### config.mk
export PLATFORM = sky130hd
export DESIGN_NAME = spi_master
export DESIGN_NICKNAME = d
export VERILOG_FILES = /design/src/rtl/spi_master.sv
export SDC_FILE = /design/constraint.sdc
export NUM_CORES = 1
export LEC_CHECK = 0
export CAP_MARGIN = 40
export CORE_ASPECT_RATIO = 0.8
export CORE_UTILIZATION = 55
export CTS_CLUSTER_SIZE = 16
export DETAILED_ROUTE_END_ITERATION = 8
export DONT_BUFFER_PORTS = 1
export PLACE_DENSITY_LB_ADDON = 0.05
export SETUP_SLACK_MARGIN = 0.3
export SLEW_MARGIN = 10
export SYNTH_ARGS = -nofsm -noshare
export SYNTH_HDL_FRONTEND = slang
export SYNTH_SLANG_ARGS = --single-unit
export TNS_END_PERCENT = 1
### constraint.sdc
create_clock -name clk -period 4.75 [get_ports clk]
set_input_delay 0.475 -clock clk [delete_from_list [all_inputs] [get_ports clk]]
set_output_delay 0.475 -clock clk [all_outputs]
set_load 0.005 [all_outputs]
### src/rtl/spi_master.sv
// spi_master: command-side SPI master. It drives an SPI slave + RAM wrapper in the
// single system clock domain, with clk also serving as SCK.
//
// It takes one command per valid/ready handshake and serialises the command into a
// slave frame. For read-data commands it captures the byte returned on MISO and
// presents that byte on a one-cycle response strobe.
//
// Ports:
//   clk       - system clock; all logic runs on posedge
//   rst_n     - asynchronous active-low reset
//   cmd_valid - command request
//   cmd_ready - master idle and able to accept a command
//   cmd_type  - 00 write-addr, 01 write-data, 10 read-addr, 11 read-data
//   cmd_data  - address or data payload
//   rd_valid  - one-cycle strobe: rd_data holds a fresh byte
//   rd_data   - last byte captured from MISO; held until the next capture
//   busy      - high from accept until the end of the inter-frame gap
//   SS_n      - slave select, active low
//   MOSI      - serial data to the slave
//   MISO      - serial data from the slave
module spi_master #(
    parameter int unsigned RD_LAT = 2,
    parameter int unsigned GAP    = 1
) (
    input  logic       clk,
    input  logic       rst_n,
    input  logic       cmd_valid,
    output logic       cmd_ready,
    input  logic [1:0] cmd_type,
    input  logic [7:0] cmd_data,
    output logic       rd_valid,
    output logic [7:0] rd_data,
    output logic       busy,
    output logic       SS_n,
    output logic       MOSI,
    input  logic       MISO
);

    localparam logic [3:0] LAT_LAST = 4'(RD_LAT - 1);
    localparam logic [3:0] GAP_LAST = 4'(GAP - 1);

    typedef enum logic [2:0] {
        StIdle, StStart, StSel, StShift, StWait, StCapture, StGap
    } state_e;

    state_e      state_q, state_d;
    logic [3:0]  cnt_q, cnt_d;
    logic [9:0]  frame_q, frame_d;
    logic [7:0]  rd_shift_q, rd_shift_d;
    logic [3:0]  bit_idx;

    logic        cmd_ready_q, cmd_ready_d;
    logic        busy_q, busy_d;
    logic        ss_n_q, ss_n_d;
    logic        mosi_q, mosi_d;
    logic        rd_valid_q, rd_valid_d;
    logic [7:0]  rd_data_q, rd_data_d;

    // State, datapath and output registers.
    always_ff @(posedge clk or negedge rst_n) begin
        if (!rst_n) begin
            state_q     <= StIdle;
            cnt_q       <= '0;
            frame_q     <= '0;
            rd_shift_q  <= '0;
            cmd_ready_q <= 1'b1;
            busy_q      <= 1'b0;
            ss_n_q      <= 1'b1;
            mosi_q      <= 1'b0;
            rd_valid_q  <= 1'b0;
            rd_data_q   <= '0;
        end else begin
            state_q     <= state_d;
            cnt_q       <= cnt_d;
            frame_q     <= frame_d;
            rd_shift_q  <= rd_shift_d;
            cmd_ready_q <= cmd_ready_d;
            busy_q      <= busy_d;
            ss_n_q      <= ss_n_d;
            mosi_q      <= mosi_d;
            rd_valid_q  <= rd_valid_d;
            rd_data_q   <= rd_data_d;
        end
    end

    // Next-state logic. The single counter is reused by SHIFT, WAIT, CAPTURE and GAP.
    always_comb begin
        state_d    = state_q;
        cnt_d      = cnt_q;
        frame_d    = frame_q;
        rd_shift_d = rd_shift_q;
        unique case (state_q)
            StIdle: begin
                if (cmd_valid && cmd_ready_q) begin
                    frame_d = {cmd_type, cmd_data};
                    state_d = StStart;
                end
            end
            StStart: state_d = StSel;
            StSel: begin
                cnt_d   = '0;
                state_d = StShift;
            end
            StShift: begin
                if (cnt_q == 4'd9) begin
                    cnt_d   = '0;
                    state_d = (frame_q[9:8] == 2'b11) ? StWait : StGap;
                end else begin
                    cnt_d = cnt_q + 4'd1;
                end
            end
            StWait: begin
                if (cnt_q == LAT_LAST) begin
                    cnt_d   = '0;
                    state_d = StCapture;
                end else begin
                    cnt_d = cnt_q + 4'd1;
                end
            end
            StCapture: begin
                rd_shift_d = {rd_shift_q[6:0], MISO};
                if (cnt_q == 4'd7) begin
                    cnt_d   = '0;
                    state_d = StGap;
                end else begin
                    cnt_d = cnt_q + 4'd1;
                end
            end
            StGap: begin
                if (cnt_q == GAP_LAST) begin
                    cnt_d   = '0;
                    state_d = StIdle;
                end else begin
                    cnt_d = cnt_q + 4'd1;
                end
            end
            default: begin
                cnt_d   = '0;
                state_d = StIdle;
            end
        endcase
    end

    // Output decode from the upcoming state, so that every output is a flop.
    always_comb begin
        bit_idx     = 4'd9 - cnt_d;
        cmd_ready_d = (state_d == StIdle);
        busy_d      = (state_d != StIdle);
        ss_n_d      = (state_d == StIdle) || (state_d == StGap);
        mosi_d      = 1'b0;
        if (state_d == StSel) begin
            mosi_d = frame_d[9];
        end else if (state_d == StShift) begin
            mosi_d = frame_d[bit_idx];
        end
        // Leaving CAPTURE means the eighth sample is being taken on this edge.
        rd_valid_d = (state_q == StCapture) && (state_d == StGap);
        rd_data_d  = rd_valid_d ? rd_shift_d : rd_data_q;
    end

    assign cmd_ready = cmd_ready_q;
    assign busy      = busy_q;
    assign SS_n      = ss_n_q;
    assign MOSI      = mosi_q;
    assign rd_valid  = rd_valid_q;
    assign rd_data   = rd_data_q;

endmodule

==> metrics.txt <==
Commonest cells post-synth dfrtp_1 (35), mux2_2 (21), inv_1 (10); max-cap violation count 0; fmax 315 MHz; status completed; Post-Synth XOR/XNOR Area 0.0135; number of remaining DRC errors 0; DR pass1 iterations 5; Final min period between 3 and 4 ns; first-pass GRT wire length 6170 um; Clock Tree Buf Depth 2; mux cell area share after synthesis 0.143; DP HPWL 2660 um; grt total ovfl 0; Layout area overhead 6.16%; largest family of logic cells by synthesized area simple AND/OR/NAND/NOR gates; Cell Area, Synth 0.00195 sq mm; TNS Setup 0 ns; Power Density 572 mW/mm^2; maximum vdd ir drop 312 uV; clock slew at reported path FFs ~0.070 ns; critical path, cell by cell nand3b_1 -> o22ai_4 -> o21ai_2 -> nand2_1 -> inv_1 -> ha_1 -> and3_2 -> a21oi_1 -> o311ai_4 -> nand3_1 -> a31oi_1 -> or3_1; Die Y about 55 um; number of synthesized flops with an enable pin 0; via/cell ratio between 6 and 7; Rel. slew slack 0.430; vias post-DR about 1200; GRT Total Usage 0.225; DP Cell Count ~200; FILL cells roughly 270; Final GP Congestion around 0.90; IO buf count 0; Fin. Hold Viols 0; compound-cell area share of the yosys netlist 0.130; slowest stage delay, CP approximately 0.56 ns; Worst-Skew Late Latency roughly 0.29 ns; via count of the first global-routing pass around 1300; crit path DAT roughly 3.3 ns; root buffer cell clkbuf_8; fraction of layout cells with a size suffix above 1 0.280; yosys warns 0; Hold Path Class input pin to asynchronous set/reset pin; DRT Wirelength ~3600 um; CP Buf/Inv Count 1; Post-Synth Simple-Gate Area 0.158; WS Path Type register to register; CP Capture Type register; starting density of the core 0.606; I/O pin count 27; hold_ws 0.00264 ns; Worst Path Required between 4 and 5 ns; antenna fix cells 0; area share of the largest cell type after synthesis 0.449; wire per inst 17.7 um; Synth Net Count 180; Max Fanout on Critical Path 15; cell family with most CP delay simple AND/OR/NAND/NOR gates; Non-Filler Instances ~200; startpoint types register; post-synthesis async set-or-reset flop share 1.00; Post-Synthesis Cells roughly 160; Pleak 0.000968 uW; unrepaired setup endpoints after global routing no; CTS H-tree lvls 2; area of the multi-input gates 918 sq um; Yosys top cell by area dfrtp_1; post-CTS setup buffer count 0; most common cell in the synthesized netlist dfrtp_1; pin count of the biggest net entering global routing 36; final slew viol count 0; FF/Latch Area approximately 930 sq um; Core ar. between 0.003 and 0.004 sq mm; TritonCTS clock tree yes; initial DRC count 80; Post-synth top flop dfrtp_1; mean post-synth cell area 12.0 sq um; #FFs+latches synth 37; Synth area leaders dfrtp_1 (45%), mux2_2 (12%), dfstp_2 (2.7%); row cnt 18; Worst Clk Skew between 0.004 and 0.005 ns; sequential area share after synthesis 0.476; nets@finish approximately 180; Cell variety after synth 51; initial antenna violation count 0; pin slew with the least headroom to its limit roughly 0.85 ns; Sink Count 37; fin crit share 0.669; Setup Viol. Count Final 0; CTS buffer count 5; die area 0.00379 sq mm; slowest stage cell on the critical path nand3b_1; Final ANT Viol Nets 0; Post-Synth Adder-Cell Area 0.0257; width of the die 68.6 um
area by class of cell:
class | instances | share of cell area
Multi-Input combinational cell | 108 | 0.444
Sequential cell | 37 | 0.448
Tap cell | 40 | 0.0242
Timing Repair Buffer | 1 | 0.00967
Clock inverter | 1 | 0.0145
Clock buffer | 7 | 0.0417
Inverter | 10 | 0.0181
layer usage:
layer / vias to the layer above / part of all wire / global-route usage
met5: - / 0 / 0
met4: 0 / 0.020 / 0.0714
met3: 9 / 0.060 / 0.0806
met2: 35 / 0.44 / 0.300
met1: 608 / 0.48 / 0.339
li1: 588 / - / -
worst paths after layout:
check / startpoint / to / slack [ns] / cells after the start
worst min-delay path: rst_n / cnt_q[2]$_DFF_PN0_ / 0.003 / 1
worst max register to register: state_q[1]$_DFF_PN0_ / MOSI$_DFF_PN0_ / 1.57 / 12
worst max-delay path: state_q[1]$_DFF_PN0_ / MOSI$_DFF_PN0_ / 1.57 / 12
min in group clk: cmd_data[6] / frame_q[6]$_DFF_PN0_ / 0.31 / 1
worst min register to register: frame_q[4]$_DFF_PN0_ / frame_q[4]$_DFF_PN0_ / 0.50 / 2
max in group asynchronous: rst_n / frame_q[9]$_DFF_PN0_ / 4.56 / 1
metrics by stage:
| stage | power, uW | area, sq um | setup slack (ns) | util |
|---|---|---|---|---|
| floorplan | 819 | 1950 | 2.16 | - |
| global placement | 881 | 1930 | 1.77 | 0.601 |
| detailed placement | 898 | 1930 | 1.61 | 0.601 |
| CTS | 1180 | 2070 | 1.60 | 0.643 |
| global route | 1270 | 2070 | 1.40 | 0.643 |
| finish | 1180 | 2070 | 1.57 | 0.643 |
what timing repair did:
item / in CTS / in global routing
endpoints found under the setup margin: 0 / 0
resized for setup: 0 / 0
hold buffers: 1 / 0
hold endpoints to repair: 35 / 0
power by group:
part | switching, uW | total, uW | internal [uW]
Sequential | 51.8 | 402 | 350
Clock | 107 | 278 | 171
Combinational | 284 | 504 | 221
Total | 442 | 1180 | 742
sequential cells by signal (all words and copies together) (netlist names):
signal,count
SS_n,1
rd_valid,1
cmd_ready,1
state_q,3
MOSI,1
frame_q,10
rd_data,8
rd_shift_q,7
busy,1
cnt_q,4
cells in the final DEF, fill, tap and decap left out, types with 3 or more instances in the layout:
cell	count
a32oi_1	3
a21oi_1	5
nor3_1	4
nand3_1	5
nand2_1	6
ha_1	4
o21ai_0	4
inv_1	10
nor2_1	6
nand3b_1	5
a21o_1	3
clkbuf_8	6
dfrtp_1	35
mux2_2	21
logic make-up (layout without fill, tap and decap cells):
| group | after synthesis | after routing |
|---|---|---|
| compound gates | 30 | 30 |
| fa+ha+maj | 4 | 4 |
| xor+xnor | 3 | 3 |
| buf+inv | 17 | 19 |
| flops | 37 | 37 |
| simple gates | 46 | 46 |
| mux | 25 | 25 |
Power figures use the tool's default switching activity.
